==> config.mk <==
export PLATFORM = sky130hd
export DESIGN_NAME = pwm_cmp
export DESIGN_NICKNAME = d
export VERILOG_FILES = /design/src/rtl/pwm_cmp_pkg.sv /design/src/rtl/pwm_shadow.sv /design/src/rtl/pwm_cmp.sv
export SDC_FILE = /design/constraint.sdc
export NUM_CORES = 1
export LEC_CHECK = 0
export BUFFER_PORTS_ARGS = -buffer_cell sky130_fd_sc_hd__buf_2
export CAP_MARGIN = 15
export CORE_ASPECT_RATIO = 1.5
export CORE_UTILIZATION = 48
export CTS_CLUSTER_SIZE = 16
export DETAILED_ROUTE_END_ITERATION = 10
export PLACE_DENSITY = 0.75
export SYNTH_ARGS = -nofsm -noshare
export SYNTH_HDL_FRONTEND = slang
export SYNTH_SLANG_ARGS = --single-unit
==> constraint.sdc <==
create_clock -name clk -period 2.7 [get_ports clk]
set_input_delay 0.27 -clock clk [delete_from_list [all_inputs] [get_ports clk]]
set_output_delay 0.27 -clock clk [all_outputs]
set_load 0.005 [all_outputs]
==> src/rtl/pwm_cmp_pkg.sv <==
// Purpose: shared constants for the PWM compare stage and its upstream counter.
// Contents: FSM state encoding, output polarity constants, counter direction constants.
package pwm_cmp_pkg;

   // FSM state encoding
   localparam logic [1:0] IDLE = 2'd0;
   localparam logic [1:0] RUN  = 2'd1;
   localparam logic [1:0] DONE = 2'd2;

   // Active level of pwm_out
   localparam logic POL_HIGH = 1'b1;
   localparam logic POL_LOW  = 1'b0;

   // Count direction of the feeding counter
   localparam logic CNT_UP   = 1'b0;
   localparam logic CNT_DOWN = 1'b1;

endpackage

==> src/rtl/pwm_shadow.sv <==
// Purpose: shadow/active register pair; a write lands in the shadow and is
//          copied to the active value on the next apply pulse.
// Ports:
//   clk, rstn   clock, asynchronous active-low reset
//   wr, wdata   one-cycle write strobe and data into the shadow
//   apply       apply point (period boundary or run start)
//   act         active value
//   pend        shadow written but not yet applied
module pwm_shadow #(
   parameter int unsigned width = 32
) (
   input  logic             clk,
   input  logic             rstn,
   input  logic             wr,
   input  logic [width-1:0] wdata,
   input  logic             apply,
   output logic [width-1:0] act,
   output logic             pend
);

   logic [width-1:0] shd_q, shd_d;
   logic [width-1:0] act_q, act_d;
   logic             pend_q, pend_d;

   // A write colliding with an apply wins: the new value stays pending for
   // the following apply and the older shadow is discarded.
   always_comb begin
      shd_d  = shd_q;
      act_d  = act_q;
      pend_d = pend_q;
      if (wr) begin
         shd_d  = wdata;
         pend_d = 1'b1;
      end else if (apply && pend_q) begin
         act_d  = shd_q;
         pend_d = 1'b0;
      end
   end

   // State registers
   always_ff @(posedge clk or negedge rstn) begin
      if (!rstn) begin
         shd_q  <= '0;
         act_q  <= '0;
         pend_q <= 1'b0;
      end else begin
         shd_q  <= shd_d;
         act_q  <= act_d;
         pend_q <= pend_d;
      end
   end

   assign act  = act_q;
   assign pend = pend_q;

endmodule

==> src/rtl/pwm_cmp.sv <==
// Purpose: PWM compare stage fed by a free-running up-counter, with shadowed
//          duty updates at period boundaries and an optional N-period burst.
// Ports:
//   clk, rstn   clock, asynchronous active-low reset
//   cnt, top    counter value and period top from the upstream counter
//   en          enable; a 0->1 edge starts a run
//   duty_wr     strobe capturing duty into the shadow register
//   duty        requested active length in counts
//   burst       periods per run, 0 = continuous
//   pwm_out     registered PWM output
//   duty_pend   shadow written but not yet applied
//   done        one-cycle pulse when a burst completes
module pwm_cmp
   import pwm_cmp_pkg::*;
#(
   parameter int unsigned width    = 32,
   parameter logic        polarity = POL_HIGH,
   parameter int unsigned burst_w  = 8
) (
   input  logic               clk,
   input  logic               rstn,
   input  logic [width-1:0]   cnt,
   input  logic [width-1:0]   top,
   input  logic               en,
   input  logic               duty_wr,
   input  logic [width-1:0]   duty,
   input  logic [burst_w-1:0] burst,
   output logic               pwm_out,
   output logic               duty_pend,
   output logic               done
);

   logic [1:0]         state_q, state_d;
   logic [burst_w-1:0] rem_q, rem_d;
   logic               en_q, en_d;
   logic               pwm_q, pwm_d;
   logic               done_q, done_d;

   logic [width-1:0]   duty_act;
   logic               start_c;
   logic               bnd_c;
   logic               apply_c;

   assign start_c = en & ~en_q;
   assign bnd_c   = (state_q == RUN) && (cnt == top);
   // Pending duty is applied at boundaries and on run start
   assign apply_c = bnd_c | ((state_q == IDLE) & start_c);

   pwm_shadow #(
      .width (width)
   ) u_shadow (
      .clk   (clk),
      .rstn  (rstn),
      .wr    (duty_wr),
      .wdata (duty),
      .apply (apply_c),
      .act   (duty_act),
      .pend  (duty_pend)
   );

   // Next-state, burst counter and compare
   always_comb begin
      state_d = state_q;
      rem_d   = rem_q;
      en_d    = en;
      done_d  = 1'b0;
      pwm_d   = ~polarity;
      case (state_q)
         IDLE: begin
            if (start_c) begin
               state_d = RUN;
               rem_d   = burst;
            end
         end
         RUN: begin
            if (!en) begin
               state_d = IDLE;
            end else begin
               pwm_d = (cnt < duty_act) ? polarity : ~polarity;
               // rem==0 means continuous: never decremented, never done
               if (bnd_c) begin
                  if (rem_q == burst_w'(1)) begin
                     state_d = DONE;
                     done_d  = 1'b1;
                  end else if (rem_q > burst_w'(1)) begin
                     rem_d = rem_q - burst_w'(1);
                  end
               end
            end
         end
         DONE: begin
            if (!en) begin
               state_d = IDLE;
            end
         end
         default: begin
            state_d = IDLE;
         end
      endcase
   end

   // State registers
   always_ff @(posedge clk or negedge rstn) begin
      if (!rstn) begin
         state_q <= IDLE;
         rem_q   <= '0;
         en_q    <= 1'b0;
         pwm_q   <= ~polarity;
         done_q  <= 1'b0;
      end else begin
         state_q <= state_d;
         rem_q   <= rem_d;
         en_q    <= en_d;
         pwm_q   <= pwm_d;
         done_q  <= done_d;
      end
   end

   assign pwm_out = pwm_q;
   assign done    = done_q;

endmodule

# Word-level counts from Yosys, hierarchy flattened
# Index checks and enable logic that the tools add are counted.
[word_totals] regBits=78 latchBits=0 mem_bits_rw=0 rom_bits=0 input_bits=108 output_inout_bits=3 wordCells=57 memories=0
[op_classes] addsub=1 n_mul=0 div=0 n_lt_le_gt_ge=2 n_eq_ne=12 shift=0 muxes=21 bitwise=5 reduce_logical=8
[ops] op="two-way mux 8 bit" count=5
[ops] op="equality test 32 bit" count=1
[ops] op="less-than comparator 32 bit" count=1
[ops] op="case mux 8 bit (2 select lines)" count=1
[ops] op="two-way mux 2 bit" count=5
[ops] op="!= test 2 bit (second input constant)" count=5
[ops] op="two-way mux 1 bit" count=9
[ops] op="equality test 8 x 1 -> 1 bit (second input constant)" count=1
[ops] op="greater-than comparator 8 x 1 -> 1 bit (second input constant)" count=1
[ops] op="subtractor 8 x 1 -> 8 bit (second input constant)" count=1
[ops] op="case mux 2 bit (3 select lines)" count=1
[ops] op="AND reduction 6 bit" count=1
[ops] op="AND reduction 4 bit" count=1
[ops] op="nonzero test 2 bit" count=2
[ops] op="!= test 3 x 2 -> 1 bit (second input constant)" count=1
[ops] op="!= test 3 bit (second input constant)" count=1
[ops] op="bitwise AND 1 bit" count=2
[ops] op="equality test 2 x 1 -> 1 bit (second input constant)" count=1
[ops] op="equality test 2 bit (second input constant)" count=1
[ops] op="logical AND 1 bit" count=2
[ops] op="logical NOT 2 bit" count=1
[ops] op="!= test 2 x 1 -> 1 bit (second input constant)" count=1
[ops] op="inverter 1 bit" count=2
[ops] op="AND reduction 2 bit" count=1
[ops] op="bitwise OR 1 bit" count=1

# Depth between registers and ports, before layout
# Gate-level depths: netlist of the first run.
[depth] word_depth=7 depth_mapped=8 depth_no_buf=8

# By module
# A second synthesis of the first run with hierarchy kept.
[hier_totals] hier_cells=371 area_unflattened_um2=4453.0
[by_module_without_submodules] module="pwm_shadow" n_inst=1 cells_each=139 area_each_um2=2544.9 seq_area_each_um2=1626.6
[by_module_without_submodules] module="pwm_cmp" n_inst=1 cells_each=232 area_each_um2=1908.1 seq_area_each_um2=325.3

# Least setup slack after synthesis of the first run
# No wires, ideal clock.
[synth_path] kind="reg-to-reg" startpoint="reg state_q[0]" endpoint="reg u_shadow.act_q[19] (netlist: u_shadow.act[19])" setup_ns=0.125 arrival_time_ns=1.974 t_required_ns=2.575 setup_slack_ns=0.601 path_stages_with_launch=6 n_path_buf=1 synth_period_minus_slack_ns=2.099 path_cell_list="dfrtp_1 -> nor4b_2 -> a41oi_1 -> nor3b_4 -> buf_6 -> mux2_2"
[synth_via] elab_chain_cells=5 word_cells_on_any_way=7 cone_classes="eq/ne (1); bitwise (2); reduce/logical (4)"
[synth_rtl] element="from (decl)" line_no="pwm_cmp.sv:33" source="logic [1:0] state_q, state_d;"
[synth_rtl] element="from (signal assigned)" line_no="pwm_cmp.sv:111" source="state_q <= state_d;"
[synth_rtl] element="equality test 2 x 1 -> 1 bit / logical NOT 2 bit (equally long branches)" line_no="pwm_cmp.sv:45, pwm_cmp.sv:47"
[synth_rtl] element="logical AND 1 bit / bitwise AND 1 bit (equally long branches)" line_no="pwm_cmp.sv:45, pwm_cmp.sv:47"
[synth_rtl] element="bitwise OR 1 bit (*)" line_no="pwm_cmp.sv:47" source="assign apply_c = bnd_c | ((state_q == IDLE) & start_c);"
[synth_rtl] element="logical AND 1 bit (*)" line_no="pwm_shadow.sv:34" source="end else if (apply && pend_q) begin"
[synth_rtl] element="AND reduction 2 bit (no line) (*)"
[synth_rtl] element="to (signal assigned)" line_no="pwm_shadow.sv:48" source="act_q <= act_d;"
[synth_rtl] element="to (decl)" line_no="pwm_shadow.sv:22" source="logic [width-1:0] act_q, act_d;"
# Every way passes the cells marked *; elsewhere a longest branch is shown, timed or not.
# A chain may end at the register's enable or synchronous reset.

# Worst setup path after layout of the first run
[layout_path] startpoint="in top[1]" endpoint="reg u_shadow.act_q[1] (netlist: u_shadow.act[1])"
[layout_via] elab_chain_cells=5
[layout_rtl] element="from (decl)" line_no="pwm_cmp.sv:23" source="input logic [width-1:0] top,"
[layout_rtl] element="equality test 32 bit" line_no="pwm_cmp.sv:45" source="assign bnd_c = (state_q == RUN) && (cnt == top);"
[layout_rtl] element="logical AND 1 bit" line_no="pwm_cmp.sv:45"
[layout_rtl] element="bitwise OR 1 bit" line_no="pwm_cmp.sv:47"
[layout_rtl] element="logical AND 1 bit" line_no="pwm_shadow.sv:34"
[layout_rtl] element="AND reduction 2 bit (no line)"
# No other way between the ends.

==> results.py, run 1 <==
metrics = {
    "outcome": {
        "run_status": "finished clean",
    },
    "place": {
        "gp_congestion": 0.8944,
        "dpl.hpwl_um": 7892,
        "port_buffers": 110,
    },
    "routing": {
        "routed_wl_um": 10040,
        "dr.pass1.iters": 4,
        "antenna_left": 0,
        "wl_per_cell_um": 16.79,
        "vias": 3284,
        "viasPerCell": 5.492,
        "drtIter0Drc": 181,
        "drc": 0,
    },
    "setup_path": {
        "worstPathArrival_ns": 2.48,
        "required_ns": 2.91,
        "rrSetupSlack_ns": 0.52,
        "worstPathMaxFanout": 32,
        "reg2reg_to": "rem_q[0]$_DFFE_PN0P_",
        "worstSetupPathType": "input port to flip-flop",
        "cp_slowest_cell": "nor4_2",
        "startpoint_type": "input port",
        "r2r-start": "rem_q[2]$_DFFE_PN0P_",
        "cp_num_cells": 8,
        "critical_path.cell_chain": "buf_2 -> xnor2_1 -> nand4_1 -> nor4_2 -> a41oi_1 -> nor3b_4 -> buf_12 -> mux2_2",
        "endpoint_kind": "flip-flop",
        "critPathTopFamily": "simple AND/OR/NAND/NOR gates",
        "path_buf_inv": 2,
        "worstRegToRegCells": 6,
        "max_stage_delay_ns": 0.39,
        "startpoint": "top[1]",
        "worstSetupEndpoint": "u_shadow.act[1]$_DFFE_PN0P_",
    },
    "power_and_ir_drop": {
        "p_leak_uw": 0.002484,
        "report.power.total_uw": 3608,
        "ir_drop_mv": 0.5377,
        "cellPowerDensity_nw_per_um2": 688.1,
    },
    "global_routing": {
        "grt_pass1_wl_um": 16080,
        "globalRouteOverflowTotal": 0,
        "grt_max_degree": 79,
        "grtUsageTotal_pct": 23.13,
        "grt_antenna_before_repair": 0,
        "grt_pass1_vias": 3338,
    },
    "cts": {
        "clk_path_buf_depth": 2,
        "clock_sinks": 78,
        "clock_latency_ns": 0.33,
        "htreeDepth": 3,
        "cts_root_buffer": "clkbuf_16",
        "cts_resized": 0,
        "cts.clk_slew.worst_paths_ns": 0.06,
        "cts_setup_buffers": 0,
        "cts_tree": "built",
        "numCtsBuffers": 9,
        "ctsHoldBuffers": 0,
    },
    "sta": {
        "slew_viol_final": 0,
        "skew_ns": 0.004725,
        "max_freq_ghz": 0.4412,
        "fin_crit_sh_pct": 83.95,
        "tns_ns": 0,
        "setup_viol": 0,
        "period_needed_ns": 2.267,
        "rsz0062_at_grt": "false",
        "hold_viol": 0,
        "slew_headroom_pct": 35.01,
        "worst_pin_slew_ns": 0.9749,
    },
    "min_path": {
        "hold_class": "input port to async pin",
    },
    "cells_and_area": {
        "drive_gt1_share_pct": 39.31,
        "final_common_cell": "buf_2",
        "layout_common_cells": "buf_2, dfrtp_1, mux2_2",
        "area_growth_pct": 21.98,
        "antenna-diode-count": 0,
        "nNetsFinal": 627,
    },
    "synth": {
        "synthFlopType": "dfrtp_1",
        "synthCells": 372,
        "async_flop_share_pct": 100.0,
        "synth_nets": 513,
        "ys_seq_area_share_pct": 45.41,
        "syn_avg_cell_area_sq_um": 11.55,
        "yosysWarnings": 0,
        "yosysUniqueCellTypes": 39,
        "synth_edf_count": 0,
        "yosys_register_bits": 78,
        "syn_area_sq_um": 4298,
    },
    "floorplan": {
        "num_rows": 41,
        "ios": 111,
        "start_util_pct": 50.17,
        "die_w_um": 79.26,
        "die_y_um": 117.9,
        "dieArea_sq_um": 9344,
        "core-area_sq_um": 8567,
    },
    "job": {
        "drv_cap": 0,
    },
}
[worst register-to-register path, cell delays in order, from the launching register on]
cell      delay, ns
dfrtp_1        0.44
or4_1          0.63
nor3_1         0.24
a21oi_1        0.13
and4_1         0.32
o211ai_1       0.19
o211ai_1       0.10
[where the power goes]
part	switching (uW)	internal, uW
clock network	442	671
logic	449	486
registers	150	1410
[worst min path at each step]
stage                     from                     endpoint  slack, ns  cells after the start
after CTS                   en               en_q$_DFF_PN0_       0.09                      1
after global placement      en               en_q$_DFF_PN0_       0.44                      1
after detailed placement    en               en_q$_DFF_PN0_       0.44                      1
final                     rstn  u_shadow.act[1]$_DFFE_PN0P_       0.08                      1
after global routing        en               en_q$_DFF_PN0_       0.11                      1
after floorplan           rstn               done$_DFF_PN0_      -0.03                      0
[area by class of cell]
class / instances / area [sq um]
Clock buffer: 13 / 260.3
Fill cell: 707 / 3324
Timing Repair Buffer: 114 / 595.6
Sequential cell: 78 / 1952
Clock inverter: 3 / 18.77
Inverter: 34 / 127.6
Tap cell: 107 / 133.9
Multi-Input combinational cell: 249 / 2155
[routing by layer]
metal	share of wire, %	vias up	track usage [%]
li1	-	1565	-
met1	38	1590	26.09
met2	52	103	39.17
met3	4.7	26	4.884
met4	5.3	0	13.86
met5	0	-	0
[cell usage after synthesis (4+ instances only)]
library cell	instances	share of area, %
ha_1	33	9.6
nand4_1	14	2.0
nand3_1	6	0.70
clkbuf_1	8	0.70
inv_1	34	3.0
nor3_1	8	0.93
o21ai_0	13	1.5
nand2_1	12	1.0
xnor2_1	32	6.5
a21oi_1	14	1.6
nor2_1	7	0.61
dfrtp_1	78	45
mux2_1	5	1.3
mux2_2	59	15
a21o_1	9	1.6
o211ai_1	4	0.70
[state kept, by name (all words and copies together), names as in the netlist]
signal / count
pwm_out: 1
u_shadow.act: 32
en_q: 1
u_shadow.shd_q: 32
u_shadow.pend: 1
rem_q: 8
state_q: 2
done: 1
[metrics by stage]
step                std cells  setup WS (ns)  cell area, sq um  hold WS [ns]  util (%)
finish                    598         0.4332              5243       0.07643     61.19
CTS                       598         0.4254              5243       0.09434     61.19
detailed placement        582        0.09406              4964        0.4415     57.94
floorplan                 372         0.6012              4298      -0.02559         -
global placement          582         0.1730              4964        0.4403     57.94
global route              598         0.3177              5243        0.1079     61.19
[cell families after synthesis]
family / share of synthesized area, %
AOI/OAI and AO/OA: 8.326
xor gates and xnor gates: 6.521
adders and majority gates: 9.607
buffers and inverters: 4.454
DFF: 45.41
muxes: 16.77
and+or+nand+nor: 8.908
(Power assumes the default switching activity.)
==> run 2, diff against run 1 <==
==> constraint.sdc (replaced) <==
create_clock -name clk -period 2.3 [get_ports clk]
set_input_delay 0.23 -clock clk [delete_from_list [all_inputs] [get_ports clk]]
set_output_delay 0.23 -clock clk [all_outputs]
set_load 0.005 [all_outputs]
==> run 2 against run 1 <==
- sequential share of layout area decreased by 1.0 points
- largest power group unchanged
- flip-flop and latch count unchanged
- clock skew decreased by 0.0012 ns
- highest routed layer unchanged
==> results.py, run 2 (synthesized netlist as in run 1, its figures left out) <==
metrics = {
    "outcome": {
        "run_status": "finished clean",
    },
    "sta": {
        "max_freq_ghz": 0.4432,
        "worst_pin_slew_ns": 0.5852,
        "hold_viol": 0,
        "slew_viol_final": 0,
        "setup_viol": 0,
        "fin_crit_sh_pct": 98.09,
        "skew_ns": 0.003503,
        "slew_headroom_pct": 60.98,
        "period_needed_ns": 2.256,
        "fin_ws_ns": 0.04392,
        "rsz0062_at_grt": "false",
    },
    "min_path": {
        "hold_class": "input port to flip-flop",
        "worstHoldStart": "en",
    },
    "setup_path": {
        "startpoint_type": "input port",
        "r2r-start": "rem_q[3]$_DFFE_PN0P_",
        "reg2reg_to": "rem_q[0]$_DFFE_PN0P_",
        "endpoint_kind": "flip-flop",
        "worstRegToRegCells": 6,
        "required_ns": 2.51,
        "worstSetupEndpoint": "u_shadow.act[14]$_DFFE_PN0P_",
        "rrSetupSlack_ns": 0.18,
        "worstPathArrival_ns": 2.47,
        "worstPathMaxFanout": 15,
        "startpoint": "cnt[1]",
        "worstSetupPathType": "input port to flip-flop",
    },
    "global_routing": {
        "grt_pass1_wl_um": 16820,
        "grt_pass1_vias": 3644,
        "grt_antenna_before_repair": 0,
        "globalRouteOverflowTotal": 0,
        "grtUsageTotal_pct": 24.11,
        "grt_max_degree": 46,
    },
    "place": {
        "dpl.cell_count": 599,
        "port_buffers": 110,
        "gp_congestion": 0.8633,
        "dp_slack_ns": -0.2814,
        "dpl.hpwl_um": 8457,
        "dpl-instance-area_sq_um": 5079,
    },
    "routing": {
        "viasPerCell": 5.450,
        "wl_per_cell_um": 16.82,
        "vias": 3352,
        "topRoutingLayerUsed": "met4",
        "drc": 0,
        "antenna_left": 0,
        "drtIter0Drc": 185,
        "met2_length_um": 5300,
        "met3WireLength_um": 490,
        "dr.pass1.iters": 4,
        "drt-met1-wl_um": 3906,
        "routed_wl_um": 10340,
    },
    "cts": {
        "numCtsBuffers": 9,
        "cts_root_buffer": "clkbuf_16",
        "clock_sinks": 78,
        "cts.clk_slew.worst_paths_ns": 0.06,
        "htreeDepth": 3,
        "cts_tree": "built",
        "clk_path_buf_depth": 2,
        "clock_latency_ns": 0.33,
    },
    "floorplan": {
        "num_rows": 41,
        "ios": 111,
        "dieArea_sq_um": 9344,
        "core-area_sq_um": 8567,
        "die_y_um": 117.9,
        "die_w_um": 79.26,
        "start_util_pct": 50.17,
    },
    "power_and_ir_drop": {
        "p_leak_uw": 0.002579,
        "cellPowerDensity_nw_per_um2": 802.7,
        "ir_drop_mv": 0.5346,
        "report.power.total_uw": 4327,
    },
    "cells_and_area": {
        "nNetsFinal": 646,
        "antenna-diode-count": 0,
        "layout_common_cells": "buf_2, dfrtp_1, mux2_2",
        "drive_gt1_share_pct": 41.93,
        "layout.cells.non_filler": 615,
        "fin_area_sq_um": 5390,
        "area_growth_pct": 25.41,
        "final_common_cell": "buf_2",
        "final_util_pct": 62.92,
    },
    "job": {
        "drv_cap": 0,
    },
}
==> run 2: what timing repair did <==
| item | CTS | global route |
|---|---|---|
| setup buffers | 0 | 1 |
| hold buffers | 1 | 0 |
| endpoints found under the setup margin | 0 | 7 |
| hold endpoints to repair | 42 | 0 |
| resized for setup | 0 | 2 |
==> run 2: routing by layer <==
layer / GRT usage [%] / vias to the layer above
met5: 0 / -
met4: 16.70 / 0
met3: 4.806 / 36
met2: 41.16 / 113
met1: 26.06 / 1608
li1: - / 1595
==> run 2: worst max-delay path: stages <==
cell	delay (ns)
buf_2	0.12
xnor2_1	0.37
nand4_1	0.17
nor4_2	0.43
a41oi_1	0.25
nor3b_4	0.26
buf_4	0.27
mux2_2	0.37
==> run 2: cell type report <==
| type | instances | area (sq um) |
|---|---|---|
| timing repair buffer | 133 | 728.2 |
| fill | 705 | 3177 |
| clock buffer | 10 | 239.0 |
| multi-input combinational | 249 | 2161 |
| inverter | 34 | 127.6 |
| tap | 107 | 133.9 |
| sequential | 78 | 1952 |
| clock inverter | 4 | 48.80 |
==> run 2: how the worst min path moves through the flow <==
stage                                          end  slack [ns]  cells past startpoint
finish                              en_q$_DFF_PN0_        0.08                      1
global route                        en_q$_DFF_PN0_        0.07                      1
CTS                                 en_q$_DFF_PN0_        0.06                      1
detailed placement  u_shadow.shd_q[28]$_DFFE_PN0P_        0.27                      1
global placement    u_shadow.shd_q[28]$_DFFE_PN0P_        0.28                      1
floorplan                           done$_DFF_PN0_       -0.07                      0
==> run 2: power breakdown <==
group          switching (uW)  internal, uW
registers                 173          1650
clock network             514           854
logic                     539           593
==> run 2: through the flow <==
stage	TNS (ns)	hold slack, ns
after detailed placement	-7.519	0.2727
after floorplan	0	-0.06559
after global placement	-5.863	0.2784
after CTS	0	0.06462
after global routing	0	0.07414
final	0	0.07998
